`config.mk`:
```
export PLATFORM = sky130hd
export DESIGN_NAME = alsu_sched
export DESIGN_NICKNAME = d
export VERILOG_FILES = /design/src/rtl/alsu_sched_pkg.sv /design/src/rtl/alsu_sched_arb.sv /design/src/rtl/alsu_sched.sv
export SDC_FILE = /design/constraint.sdc
export NUM_CORES = 1
export LEC_CHECK = 0
export CAP_MARGIN = 20
export CORE_MARGIN = 3
export CORE_UTILIZATION = 41
export DETAILED_ROUTE_END_ITERATION = 8
export MAX_ROUTING_LAYER = met4
export PLACE_DENSITY = 0.9
export SYNTH_ARGS = -nofsm -noshare
export SYNTH_HDL_FRONTEND = slang
export SYNTH_SLANG_ARGS = --single-unit
```
`constraint.sdc`:
```
create_clock -name clk -period 2.39 [get_ports clk]
set_input_delay 0.717 -clock clk [delete_from_list [all_inputs] [get_ports clk]]
set_output_delay 0.717 -clock clk [all_outputs]
set_load 0.02 [all_outputs]
```
`src/rtl/alsu_sched_pkg.sv`:
```
// Shared types and constants for the ALSU command scheduler.
// Command word layout: [11:9] opcode, [8:6] A, [5:3] B, [2] cin, [1] serial_in, [0] direction.
package alsu_sched_pkg;

  localparam int ALSU_LAT_DEF = 2;

  localparam int CMD_W  = 12;
  localparam int OP_HI  = 11;
  localparam int OP_LO  = 9;
  localparam int A_HI   = 8;
  localparam int A_LO   = 6;
  localparam int B_HI   = 5;
  localparam int B_LO   = 3;
  localparam int CIN_B  = 2;
  localparam int SI_B   = 1;
  localparam int DIR_B  = 0;

  typedef enum logic [1:0] {
    S_IDLE = 2'd0,
    S_WAIT = 2'd1,
    S_RESP = 2'd2
  } state_e;

endpackage

```
`src/rtl/alsu_sched_arb.sv`:
```
// Two-way round-robin arbiter. The last-grant register is only advanced
// when the scheduler retires a transaction, so a stalled winner keeps priority.
module rr_arb2 (
  input  logic       clk,
  input  logic       rst,
  input  logic [1:0] req,
  input  logic       en,
  input  logic       upd,
  input  logic       upd_idx,
  output logic [1:0] gnt
);

  logic last_q, last_d;

  always_comb begin
    gnt    = 2'b00;
    last_d = last_q;
    if (en) begin
      if (req == 2'b11) gnt = last_q ? 2'b01 : 2'b10;
      else              gnt = req;
    end
    if (upd) last_d = upd_idx;
  end

  // Reset value 1 lets requester 0 win the first tie.
  always_ff @(posedge clk) begin
    if (rst) last_q <= 1'b1;
    else     last_q <= last_d;
  end

endmodule

```
`src/rtl/alsu_sched.sv`:
```
// Schedules commands from two requesters onto one ALSU, waits out its fixed
// latency, and presents the result through a valid/ready response port.
module alsu_sched
  import alsu_sched_pkg::*;
#(
  parameter int ALSU_LAT = ALSU_LAT_DEF
) (
  input  logic        clk,
  input  logic        rst,
  input  logic [1:0]  req_valid,
  output logic [1:0]  req_ready,
  input  logic [11:0] req0_cmd,
  input  logic [11:0] req1_cmd,
  output logic [2:0]  alsu_A,
  output logic [2:0]  alsu_B,
  output logic [2:0]  alsu_opcode,
  output logic        alsu_cin,
  output logic        alsu_serial_in,
  output logic        alsu_direction,
  output logic        alsu_red_op_A,
  output logic        alsu_red_op_B,
  output logic        alsu_bypass_A,
  output logic        alsu_bypass_B,
  input  logic [5:0]  alsu_out,
  input  logic [15:0] alsu_leds,
  output logic        rsp_valid,
  input  logic        rsp_ready,
  output logic        rsp_id,
  output logic [5:0]  rsp_data,
  output logic        rsp_err
);

  localparam int CNT_W = $clog2(ALSU_LAT + 1) + 1;

  state_e             state_q, state_d;
  logic [CNT_W-1:0]   cnt_q, cnt_d;
  logic [CMD_W-1:0]   cmd_q, cmd_d;
  logic               gid_q, gid_d;
  logic               rsp_id_q, rsp_id_d;
  logic [5:0]         rsp_data_q, rsp_data_d;
  logic               rsp_err_q, rsp_err_d;
  logic [1:0]         gnt;
  logic               arb_en;
  logic               arb_upd;

  assign arb_en = (state_q == S_IDLE) && !rst;

  rr_arb2 u_arb (
    .clk     (clk),
    .rst     (rst),
    .req     (req_valid),
    .en      (arb_en),
    .upd     (arb_upd),
    .upd_idx (gid_q),
    .gnt     (gnt)
  );

  assign req_ready = gnt;

  always_comb begin
    state_d    = state_q;
    cnt_d      = cnt_q;
    cmd_d      = cmd_q;
    gid_d      = gid_q;
    rsp_id_d   = rsp_id_q;
    rsp_data_d = rsp_data_q;
    rsp_err_d  = rsp_err_q;
    arb_upd    = 1'b0;
    unique case (state_q)
      S_IDLE: begin
        if (|gnt) begin
          cmd_d   = gnt[1] ? req1_cmd : req0_cmd;
          gid_d   = gnt[1];
          cnt_d   = '0;
          state_d = S_WAIT;
        end
      end
      S_WAIT: begin
        if (cnt_q == CNT_W'(ALSU_LAT)) begin
          rsp_data_d = alsu_out;
          rsp_err_d  = (alsu_leds != 16'h0000);
          rsp_id_d   = gid_q;
          state_d    = S_RESP;
        end else begin
          cnt_d = cnt_q + CNT_W'(1);
        end
      end
      S_RESP: begin
        if (rsp_ready) begin
          arb_upd = 1'b1;
          state_d = S_IDLE;
        end
      end
      default: state_d = S_IDLE;
    endcase
  end

  always_ff @(posedge clk) begin
    if (rst) begin
      state_q    <= S_IDLE;
      cnt_q      <= '0;
      cmd_q      <= '0;
      gid_q      <= 1'b0;
      rsp_id_q   <= 1'b0;
      rsp_data_q <= '0;
      rsp_err_q  <= 1'b0;
    end else begin
      state_q    <= state_d;
      cnt_q      <= cnt_d;
      cmd_q      <= cmd_d;
      gid_q      <= gid_d;
      rsp_id_q   <= rsp_id_d;
      rsp_data_q <= rsp_data_d;
      rsp_err_q  <= rsp_err_d;
    end
  end

  // The ALSU is driven straight from the held command so it stays put until the next accept.
  assign alsu_opcode    = cmd_q[OP_HI:OP_LO];
  assign alsu_A         = cmd_q[A_HI:A_LO];
  assign alsu_B         = cmd_q[B_HI:B_LO];
  assign alsu_cin       = cmd_q[CIN_B];
  assign alsu_serial_in = cmd_q[SI_B];
  assign alsu_direction = cmd_q[DIR_B];
  assign alsu_red_op_A  = 1'b0;
  assign alsu_red_op_B  = 1'b0;
  assign alsu_bypass_A  = 1'b0;
  assign alsu_bypass_B  = 1'b0;

  assign rsp_valid = (state_q == S_RESP);
  assign rsp_id    = rsp_id_q;
  assign rsp_data  = rsp_data_q;
  assign rsp_err   = rsp_err_q;

endmodule

```
# --- Yosys cells after proc, flatten, opt, wreduce, memory -nomap -nowiden ---
# Cells that the tools add are included.
word_totals:
  in_bits: 51
  mem_bits_rw: 0
  romBits: 0
  mem_count: 0
  word_cells: 40
  latch_bits: 0
  register_bits: 27
  output_inout_bits: 27
classes:
  n_mux: 13
  reduce_logical: 10
  n_lt_le_gt_ge: 0
  n_eq_ne: 8
  n_addsub: 1
  div: 0
  bitwise: 0
  mul: 0
  shifts: 0
ops:
  columns: ["operator", "n"]
  rows:
  - ["16-bit nonzero test", 1]
  - ["12-bit 2-to-1 mux", 1]
  - ["2-bit 2-to-1 mux", 6]
  - ["3-bit 2-to-1 mux", 2]
  - ["2-bit case mux with 3 select lines", 1]
  - ["3-bit case mux with 2 select lines", 1]
  - ["3-bit AND reduction", 2]
  - ["2-bit equality test (second input constant)", 2]
  - ["2-bit by 1-bit != test with 1-bit output (second input constant)", 2]
  - ["2-bit != test (second input constant)", 2]
  - ["2-bit AND reduction", 2]
  - ["3-bit by 1-bit adder with 3-bit output (second input constant)", 1]
  - ["3-bit by 2-bit equality test with 1-bit output (second input constant)", 1]
  - ["2-bit by 1-bit equality test with 1-bit output (second input constant)", 1]
  - ["2-bit logical NOT", 1]
  - ["1-bit 2-to-1 mux", 2]
  - ["2-bit nonzero test", 1]
  - ["2-bit OR reduction", 1]
  - ["1-bit logical AND", 1]
  - ["1-bit logical NOT", 1]

# --- Depth between registers and ports, before layout ---
# Gate-level depths: netlist of run 1.
logic_depth:
  ltp_word: 6
  mapped_depth: 6
  depth_no_buf: 5

# --- Hierarchy ---
# Synthesis of run 1 repeated with hierarchy kept, for this count alone.
hier_totals:
  cells_unflattened: 149
  area_unflattened_um2: 1366.3
modules_own_cells:
  columns: ["mod", "cells_each", "area_each_um2", "instances", "seq_area_each_um2"]
  rows:
  - ["alsu_sched", 140, 1305.0, 1, 520.5]
  - ["rr_arb2", 9, 61.3, 1, 20.0]

# --- Least setup slack after synthesis of run 1 ---
# Ideal clock, no wire load.
synth_timing:
  kind: "input to output"
  startpoint: "in rst"
  endpoint: "out req_ready[0]"
  t_required_ns: 1.673
  arrival_ns: 1.597
  cell_stages: 4
  path_slack_ns: 0.076
  n_path_buf: 2
  path_cell_list: "or3_1 -> buf_6 -> buf_8 -> nor2_1"
synth_between:
  elab_chain_cells: 3
synth_rtl:
  columns: ["element", "line", "source"]
  rows:
  - ["start, declared", "alsu_sched.sv:9", "input logic rst,"]
  - ["1-bit logical NOT", "alsu_sched.sv:46", "assign arb_en = (state_q == S_IDLE) && !rst;"]
  - ["1-bit logical AND", "alsu_sched.sv:46", null]
  - ["2-bit 2-to-1 mux", "alsu_sched_arb.sv:18", "if (en) begin"]
  - ["end, declared", "alsu_sched.sv:11", "output logic [1:0] req_ready,"]
# No other way between the ends.

# --- Worst setup path after layout of run 1 ---
# Same ends and word-level chain as after synthesis.

==> results of run 1 <==
[area by class of cell]
class	instances	area, um2	area share (%)
Multi-Input combinational cell	109	707	32.6
Sequential cell	27	541	24.9
Clock inverter	1	5.00	0.231
Inverter	4	15.0	0.693
Clock buffer	3	22.5	1.04
Tap cell	44	55.1	2.54
Timing Repair Buffer	85	822	37.9
[worst paths after layout]
kind         startpoint            to
max                 rst  req_ready[0]
max reg2reg  state_q[1]      cmd_q[3]
min              rsp_id        rsp_id
min reg2reg      rsp_id        rsp_id
[placed cells by master, fill, tap and decap left out, drive strengths merged, types with 2 or more instances in the layout]
master	count
nor4	4
nand3	12
a21oi	16
ha	2
inv	4
mux2i	7
dfxtp	27
nor2	15
nand2b	2
clkdlybuf4s50	67
dlygate4sd2	2
o21ai	14
or3	3
a21boi	2
clkbuf	3
conb	4
buf	14
a311oi	12
and2b	2
dlymetal6s2s	2
[metrics by stage]
step | setup WS, ns | hold WS [ns]
after floorplan | 0.0760 | 0.471
after global placement | -0.494 | 0.472
after detailed placement | -0.520 | 0.488
after CTS | 0.0101 | 0.525
after global routing | 0.0629 | 0.545
final | 0.113 | 0.515
[sequential cells by signal, summed over array words and instances, names as in the netlist]
name          count
rsp_err           1
cnt_q             3
u_arb.last_q      1
cmd_q            12
state_q           2
rsp_data          6
gid_q             1
rsp_id            1
[critical path: stages]
cell	delay [ns]
dlygate4sd2_1	0.24
or3_1	0.36
nor2_1	0.10
buf_4	0.15
[power by group through the flow]
| stage | clock network, uW | registers, uW | logic (uW) |
|---|---|---|---|
| 5_1_grt | 223 | 491 | 305 |
| 6_report | 196 | 488 | 284 |
| 3_3_place_gp | 0 | 497 | 278 |
| 2_1_floorplan | 0 | 522 | 118 |
| 4_1_cts | 206 | 488 | 285 |
| 3_5_place_dp | 0 | 498 | 281 |
[metal layers]
| layer | GRT usage [%] | part of all wire, % | vias to the layer above |
|---|---|---|---|
| li1 | - | - | 713 |
| met1 | 24.2 | 41 | 645 |
| met2 | 31.4 | 49 | 68 |
| met3 | 4.39 | 8.2 | 6 |
| met4 | 4.85 | 1.1 | 0 |
| met5 | - | 0 | - |
[timing repair]
action,CTS,global route
buffers inserted,2,0
resized for setup,13,3
pin swaps,3,0
endpoints found under the setup margin,3,2
[logic make-up after synthesis]
kind of cell | after synthesis | share of synthesized area, %
buffers and inverters | 20 | 9.77
multiplexers | 7 | 5.11
AND/OR/NAND/NOR | 45 | 18.7
adder cells (fa/ha/maj) | 2 | 1.83
AO/OA/AOI/OAI | 51 | 24.8
flip-flops | 27 | 39.5
other | 1 | 0.274
==> results.toml, run 1 <==
[placed_design]
dpl.hpwl_um = 2860
globalplace.congestion = 0.817
io_buffers = 73
dp_cells = 267
place_area_um2 = 2120

[setup_path]
cp.arrival_ns = 1.56
crit_type = "input pin to primary output"
r2r_slack_ns = 0.74
critPathLaunchType = "input pin"
critPathCaptureType = "primary output"
cp_max_fo = 2
reg2reg_depth = 5
required_ns = 1.67

[cells_and_area]
areaGrowthSynthToFinish_pct = 58.2
finalInstanceArea_um2 = 2170
finalNonFillerCells = 273
n_antenna_cell = 0
fillers = 248
fin_nets = 283
postLayoutCoreUtil_pct = 69.3
drive_gt1_share_pct = 10.9

[clock_tree]
cts_made_buffers = 3
clk_pin_slew_ns = 0.14
cts.sinks = 27
htree_levels = 1
cts_tree = "built"
cts_hold_buf = 0
clockRootBuffer = "clkbuf_4"
cts_buffer_depth = 2
clock_latency_ns = 0.32

[sta]
setup_viol = 0
rsz0062_at_grt = "false"
hold_viol = 0
period_needed_ns = 2.28
fin_skew_ns = 0.00832
clock.fmax_mhz = 439
fin_crit_sh_pct = 95.3
finalSetupTns_ns = 0
slew_violations = 0

[job]
cap_violations = 0

[min_path]
hold_depth = 2
hold_class = "flip-flop to flip-flop"

[logic_synthesis]
synth_top_area_share_pct = 39.5
synth_async_sr_flop_share_pct = 0
postSynthAreaPerCell_um2 = 8.95
synthTopCellsByCount = "27 x dfxtp_1, 16 x a21oi_1, 14 x nor2_1, 12 x a311oi_1, 12 x nand3_1"
seq_area_frac_synth_pct = 39.5
synth_most_common_cell = "dfxtp_1"
synth-seq-cells = 27
synth.area.top_cells = "dfxtp_1 39%, a311oi_1 7.7%, a21oi_1 5.8%"
synth_area_um2 = 1370
yosys.area.top_type = "dfxtp_1"
synthCells = 153
synth_edf_count = 0
synth_cell_types = 38
synthFlopType = "dfxtp_1"
ys_warn_count = 0

[floorplanning]
core_area_um2 = 3130
die_width_um = 63.8
start_util_pct = 43.8
fp-row-count = 20
die_area_um2 = 4070
ioPinCount = 78
die_h_um = 63.8

[drt]
first_pass_iters = 4
routedWlPerCell_um = 14.0
vias = 1432
drc = 0
viasPerCell = 5.25
ant_nets = 0
drtIter0Drc = 125
wirelength_um = 3820

[global_routing]
grt_antenna_before_repair = 0
grtUsageTotal_pct = 19.3
grt_max_degree = 29
grt_pass1_wl_um = 6240
grt_pass1_vias = 1340
grt_overflow = 0

[power]
total_power_uw = 968
combPwrFrac_pct = 29.4
switchingPower_uw = 276
internal_power_uw = 693
power.leakage_uw = 0.000800
p_clk_share_pct = 20.2
p_sw_share_pct = 28.5
p_seq_share_pct = 50.4
irDropWorstVdd_uv = 267
power_density_nw_per_um2 = 447

[outcome]
outcome = "complete, no violations"
Power figures use the tool's default switching activity.
==> run 2, diff against run 1 <==
- CORE_MARGIN: 3 -> 2
- CTS_CLUSTER_SIZE: default -> 10
==> run 2 against run 1 <==
  * Wire length fell by 1.8%
  * Clock power rose by 9%
  * Clock skew fell by 0.0036 ns
  * Sequential share of layout area rose by 0.087 points
  * Clock-buffer cell count did not move
  * Maximum frequency fell by 2.7%
  * First-iteration DRC count rose by 23%
  * Setup slack got worse by 0.062 ns
  * Critical path depth did not move
==> results.toml, run 2 (same netlist as run 1, synthesis figures left out) <==
[global_routing]
grt_pass1_wl_um = 5850
grt_pass1_vias = 1422
grt_antenna_before_repair = 0
grt_max_degree = 29
grtUsageTotal_pct = 20.8
grt_overflow = 0

[setup_path]
cp_slowest_cell = "or3_1"
required_ns = 1.67
reg2reg_depth = 5
cp_max_fo = 2
cp.arrival_ns = 1.62
critPathLaunchType = "input pin"
crit_chain = "dlygate4sd2_1 > or3_1 > nor2_1 > buf_4"
crit_type = "input pin to primary output"
critPathCaptureType = "primary output"
max_stage_delay_ns = 0.37

[min_path]
hold_depth = 2
hold_class = "flip-flop to flip-flop"

[floorplanning]
die_h_um = 61.8
ioPinCount = 78
core_area_um2 = 3130
start_util_pct = 43.8
fp-row-count = 20
die_width_um = 61.8
die_area_um2 = 3820

[placed_design]
io_buffers = 73
globalplace.congestion = 0.738
place_area_um2 = 2120

[cells_and_area]
n_antenna_cell = 0
areaGrowthSynthToFinish_pct = 57.6
finalInstanceArea_um2 = 2160
largest_reg_flops = 12
final_common_cell = "clkdlybuf4s50_1"
drive_gt1_share_pct = 10.6
largest-register = "cmd_q"
fin_nets = 281
layout_common_cells = "67 x clkdlybuf4s50_1, 27 x dfxtp_1, 16 x a21oi_1"

[drt]
wirelength_um = 3750
routedWlPerCell_um = 13.8
first_pass_iters = 4
vias = 1445
drc = 0
viasPerCell = 5.33
ant_nets = 0
drtIter0Drc = 154

[power]
power_density_nw_per_um2 = 455
power.leakage_uw = 0.000792
irDropWorstVdd_uv = 260

[clock_tree]
clk_pin_slew_ns = 0.15
postCtsSetupBuffers = 0
cts_hold_buf = 0
cts_tree = "built"
cts.sinks = 27
clockRootBuffer = "clkbuf_4"
cts_made_buffers = 3
htree_levels = 1
cts_buffer_depth = 2
clock_latency_ns = 0.33

[sta]
slew_violations = 0
period_needed_ns = 2.34
fin_skew_ns = 0.00474
fin_crit_sh_pct = 97.9
holdWs_ns = 0.514
hold_viol = 0
clock.fmax_mhz = 428
setup_viol = 0

[job]
cap_violations = 0

[outcome]
outcome = "complete, no violations"
==> run 2: per-stage QoR <==
step	util (%)	total power (uW)	cells	worst slack, ns	TNS [ns]
6_report	69.0	983	271	0.0510	0
5_1_grt	69.0	1030	271	-0.0204	-0.0204
4_1_cts	68.6	989	271	0.00960	0
3_5_place_dp	67.9	780	267	-0.541	-1.06
3_3_place_gp	67.9	773	267	-0.538	-1.03
2_1_floorplan	-	640	156	0.0760	0
==> run 2: worst paths after layout <==
kind / startpoint / slack (ns) / to
setup / recovery: rst / 0.05 / req_ready[0]
hold / removal: rsp_err / 0.51 / rsp_err
setup reg to reg: state_q[1] / 0.87 / cmd_q[6]
hold reg to reg: rsp_err / 0.51 / rsp_err
==> run 2: final cells by class <==
class | instances | area [um2]
Fill cell | 257 | 968
Timing Repair Buffer | 83 | 807
Multi-Input combinational cell | 109 | 711
Sequential cell | 27 | 541
Tap cell | 44 | 55.1
Clock buffer | 3 | 22.5
Inverter | 4 | 15.0
Clock inverter | 1 | 8.76
==> run 2: report_power, final <==
part / switching (uW) / total, uW / internal, uW
Sequential: 12.1 / 487 / 475
Combinational: 130 / 283 / 153
Clock: 144 / 213 / 68.4
==> run 2: critical path: cells and delay by family <==
kind / cells / cell delay (ns)
and+or+nand+nor: 2 / 0.50
buffers and inverters: 2 / 0.40
==> run 2: what timing repair did <==
| action | in CTS | in global routing |
|---|---|---|
| endpoints found under the hold margin | 0 | 0 |
| pin swaps | 1 | 1 |
| resized for setup | 13 | 4 |
| endpoints found under the setup margin | 3 | 2 |
==> run 2: layer usage <==
metal / wire [um] / GRT usage, % / share of wire [%] / vias up
met2: 1890 / 38.6 / 50 / 60
li1: - / - / - / 712
met1: 1530 / 21.7 / 41 / 669
met3: 306 / 3.73 / 8.2 / 4
met5: 0 / - / 0 / -
met4: 22 / 7.29 / 0.59 / 0
